[src/rtl/counter_next.sv]
// Next-state and terminal-count logic for one counter_sync slice.
// Purely combinational: the register and async clear live in counter_sync.
`ifndef COUNTER_NEXT_SV
`define COUNTER_NEXT_SV

module counter_next #(
  parameter int BITS = 4
) (
  input  logic [BITS-1:0] q,
  input  logic            up,
  input  logic [BITS-1:0] d,
  input  logic            load,
  input  logic            en,
  output logic [BITS-1:0] q_next,
  output logic            tc
);

  localparam logic [BITS-1:0] ALL_ONES = '1;

  // NOTE: every output gets a default at the top of always_comb so no path
  // leaves it unassigned, which would otherwise infer a latch.
  always_comb begin
    q_next = q;
    tc     = up ? (q == ALL_ONES) : (q == '0);
    if (load) begin
      q_next = d;
    end else if (en) begin
      q_next = up ? q + 1'b1 : q - 1'b1;
    end
  end

endmodule

`endif

[src/rtl/counter_sync.sv]
// Cascadable up/down binary counter with synchronous load and ripple-carry out.
// Chain rco into the next slice's ent to build wider counters.
`ifndef COUNTER_SYNC_SV
`define COUNTER_SYNC_SV

module counter_sync #(
  parameter int BITS = 4
) (
  input  logic            clk,
  input  logic            reset_n,
  input  logic            load,
  input  logic [BITS-1:0] d,
  input  logic            enp,
  input  logic            ent,
  input  logic            up,
  output logic [BITS-1:0] q,
  output logic            rco
);

  logic [BITS-1:0] q_next;
  logic            tc;

  counter_next #(.BITS(BITS)) u_next (
    .q      (q),
    .up     (up),
    .d      (d),
    .load   (load),
    .en     (enp & ent),
    .q_next (q_next),
    .tc     (tc)
  );

  // NOTE: state registers use non-blocking assignments; the clear sits in the
  // sensitivity list so q drops as soon as reset_n falls, without a clock.
  always_ff @(posedge clk or negedge reset_n) begin
    if (!reset_n) begin
      q <= '0;
    end else begin
      q <= q_next;
    end
  end

  // Left combinational so a cascade settles within one clock period.
  assign rco = ent & tc;

`ifdef FORMAL
  logic past_valid;

  always_ff @(posedge clk or negedge reset_n) begin
    if (!reset_n) begin
      past_valid <= 1'b0;
    end else begin
      past_valid <= 1'b1;
    end
  end

  always_comb begin
    if (!reset_n) begin
      assert (q == '0);
    end
    assert (rco == (ent & (up ? (q == {BITS{1'b1}}) : (q == '0))));
  end

  always @(posedge clk) begin
    if (past_valid && reset_n && $past(reset_n)) begin
      if ($past(load)) begin
        assert (q == $past(d));
      end else if ($past(enp & ent)) begin
        assert (q == ($past(up) ? $past(q) + 1'b1 : $past(q) - 1'b1));
      end else begin
        assert (q == $past(q));
      end
    end
  end
`endif

endmodule

`endif

[config.mk]
export PLATFORM = sky130hd
export DESIGN_NAME = counter_sync
export DESIGN_NICKNAME = d
export VERILOG_FILES = /design/src/rtl/counter_next.sv /design/src/rtl/counter_sync.sv
export SDC_FILE = /design/constraint.sdc
export NUM_CORES = 1
export LEC_CHECK = 0
export CORE_AREA = 4 4 41 43
export CTS_CLUSTER_DIAMETER = 100
export CTS_CLUSTER_SIZE = 10
export DETAILED_ROUTE_END_ITERATION = 8
export DIE_AREA = 0 0 45 47
export PLACE_DENSITY_LB_ADDON = 0.15
export SETUP_SLACK_MARGIN = 0.5
export SLEW_MARGIN = 20
export SYNTH_ARGS = -nofsm -noshare
export SYNTH_HDL_FRONTEND = slang
export SYNTH_SLANG_ARGS = --single-unit
export TNS_END_PERCENT = 100
[constraint.sdc]
create_clock -name clk -period 1.8 [get_ports clk]
set_input_delay 0.54 -clock clk [delete_from_list [all_inputs] [get_ports clk]]
set_output_delay 0.54 -clock clk [all_outputs]
set_load 0.005 [all_outputs]
==> impl_results.md <==
* Status: finished clean
* Full die area at 2120 um2
* Max Freq at 0.558 GHz
* Critical Path Slowest Stage Cell: dfrtp_2
* Placed cell areas at 617 um2
* Synth warnings at 0
* FFs w/ async S/R, synth at 100%
* Synth cell count leaders: nand2_1 (5), dfrtp_1 (4), o21ai_0 (4)
* Post-synth EDFFs at 0
* Post-Syn Area at 328 um2
* Pin count of the biggest net entering global routing at 11
* H-tree levels at 1
* Core Rows at 13
* Total power at 0.505 mW
* Die height at 47 um
* Fin. Hold Viols at 0
* First DRT Iteration DRCs at 5
* Vias after detailed routing at roughly 430
* Clock-pin slew on the worst setup and hold paths at 0.04 ns
* Layout Nets at 96
* CP Cell Sequence: buf_4 -> buf_4 -> buf_6 -> nand3_2 -> a21boi_2 -> buf_2
* Worst Path Buf+Inv at 4
* Critical path endpoint category: output port
* Netlist cell types at 22
* DRC viols at 0
* Max-cap viol count at 0
* Post-DP HPWL at 741 um
* Layout cells sized above 1 at 60.5%
* Vias in the first global route at 415
* Gpl congestion at approximately 0.70
* WS Path Type: reg -> out
* Drt pass-1 iters at 4
* Clock power frac at 21.5%
* Final worst setup slack at 0.00632 ns
* Antenna violations before repair at 0
* Pwr Density at 632 nW/um2
* Slew Limit Fails at 0
* Critical Path AT at between 1 and 1.5 ns
* TNS Setup at 0 ns
* Net load switching power at 0.148 mW
* Port bufs at 14
* Antenna cells at 0
* Synthesized area per cell at 8.41 um2
* Post-Place Cells at 81
* Min Hold Slack at approximately 0.5 ns
* CTS root buf: clkbuf_4
* Crit-path max FO at 4
* Primary FF master, synth: dfrtp_1
* Clock latency on the worst-skew pair at 0.23 ns
* Max reg flops at 4
* Final min period at 1.79 ns
* Flops & latches, synth at 4
* Total gr overflow at 0
* Cell mode on critical path: buf_4
* Fin crit share at 99.6%
* Drt via density at approximately 4.5
* P_int at 0.357 mW
* Longest Clk Path Bufs at 2
* Synth area leaders: dfrtp_1 (31%), ha_1 (7.6%), fa_1 (6.1%)
* Synth area leader: dfrtp_1
* # fillers at approximately 130
* Clock Sinks at 4
* Pre-CTS setup slack at -0.691 ns
* IO Pins at 15
* CP peak stage delay at ~0.41 ns
* Top-count cell post-synth: nand2_1
* Top Registers: q: 4 flops
* Non-filler cells in the finished layout at 96
* Hold Path Class: in -> async
* Cts bufs inserted at 3
* Total wire length at between 1000 and 1500 um
* Synth Net Count at 52
* Sw frac at roughly 29%
* Combinational fraction of design power at 55.0%
* CP top delay family: buffers and inverters
* Final setup viols at 0
* Worst slew margin at 85.3%
* Top reg by flops: q
* Synth Instances at 39
* CTS tree: built
* Area grow syn2layout at 144%
* Initial Util at 25.2%
* GRT Total Usage at 11.1%
* Worst Max-Slew Pin Slew at ~0.22 ns
* Design area at 800 um2
* Avg WL per Cell at 11.2 um
* Clk_skew at 0.00197 ns
* Register area share after synthesis at 30.5%
* Die W at roughly 45 um
* Yosys top cell area share at 30.5%
* Placeable Area at 1300 um2
* VDD IR max at around 0.00035 V
* Final core occ at 61.4%
* Final ANT Viol Nets at 0
* Leak pwr at 0.365 nW
* Global-route wire length before repair at 1700 um
* RSZ-0062 raised after global routing: true
* Critical Path RT at approximately 1.3 ns
* Sequential fraction of design power at 23.5%
* Startpoint Class: register
## layout make-up
type                       instances  area (um2)  share of cell area [%]
clock buffer                       3        22.5                    2.82
inverter                           2        10.0                    1.25
multi-input combinational         32         267                    33.3
sequential                         4         104                    13.0
tap                               15        18.8                    2.35
timing repair buffer              40         378                    47.3
## cells in the final DEF (no fill, tap or decap), drive strengths merged, types with 2 or more instances in the layout
master	synthesis	routed
nor4	2	2
a21oi	3	3
nand2	6	6
dfrtp	4	4
o21ai	4	4
ha	2	2
inv	2	2
buf	1	32
dlygate4sd2	0	3
clkdlybuf4s50	0	5
clkbuf	0	3
nand3	3	3
## worst reg2reg max path, delay by kind of cell, from the launching register on
kind                       cells  cell delay, ns
buffers and inverters          4            0.44
DFF                            1            0.42
adders and majority gates      1            0.33
AOI/OAI and AO/OA              2            0.23
xor gates and xnor gates       1            0.17
and+or+nand+nor                1            0.06
## kinds of logic after synthesis
family | synth area share [%]
buffers and inverters | 4.58
adders and majority gates | 13.7
muxes | 3.05
DFF | 30.5
AOI/OAI and AO/OA | 15.3
xor gates and xnor gates | 5.34
and+or+nand+nor | 27.5
## what timing repair did
action | in CTS | in global routing
gates resized for setup | 47 | 8
buffers inserted | 5 | 7
pin swaps | 8 | 4
setup endpoints to repair | 9 | 9
hold buffers | 0 | 0
cloned | 0 | 0
## power groups by stage
| stage | clock network (mW) | registers [mW] | logic [mW] |
|---|---|---|---|
| detailed placement | 0 | 0.121 | 0.181 |
| floorplan | 0 | 0.128 | 0.0651 |
| finish | 0.108 | 0.119 | 0.278 |
| CTS | 0.116 | 0.119 | 0.229 |
| global placement | 0 | 0.121 | 0.179 |
| global route | 0.119 | 0.120 | 0.303 |
## worst paths after layout
kind / startpoint / endpoint / slack (ns) / depth (start not counted)
max in group asynchronous: reset_n / q[2] / 1.13 / 1
worst min-delay path: reset_n / q[1] / 0.50 / 1
min in group clk: q[3] / q[3] / 0.76 / 4
worst min register to register: q[3] / q[3] / 0.76 / 4
worst max-delay path: q[2] / rco / 0.006 / 6
worst max register to register: q[0] / q[2] / 0.03 / 9
## routing by layer
layer	vias to the layer above	routed length (um)	track usage [%]
li1	226	-	-
met3	2	74	1.53
met2	13	518	19.2
met4	0	17	7.02
met5	-	0	0
met1	190	467	13.0
Power figures use the tool's default switching activity.
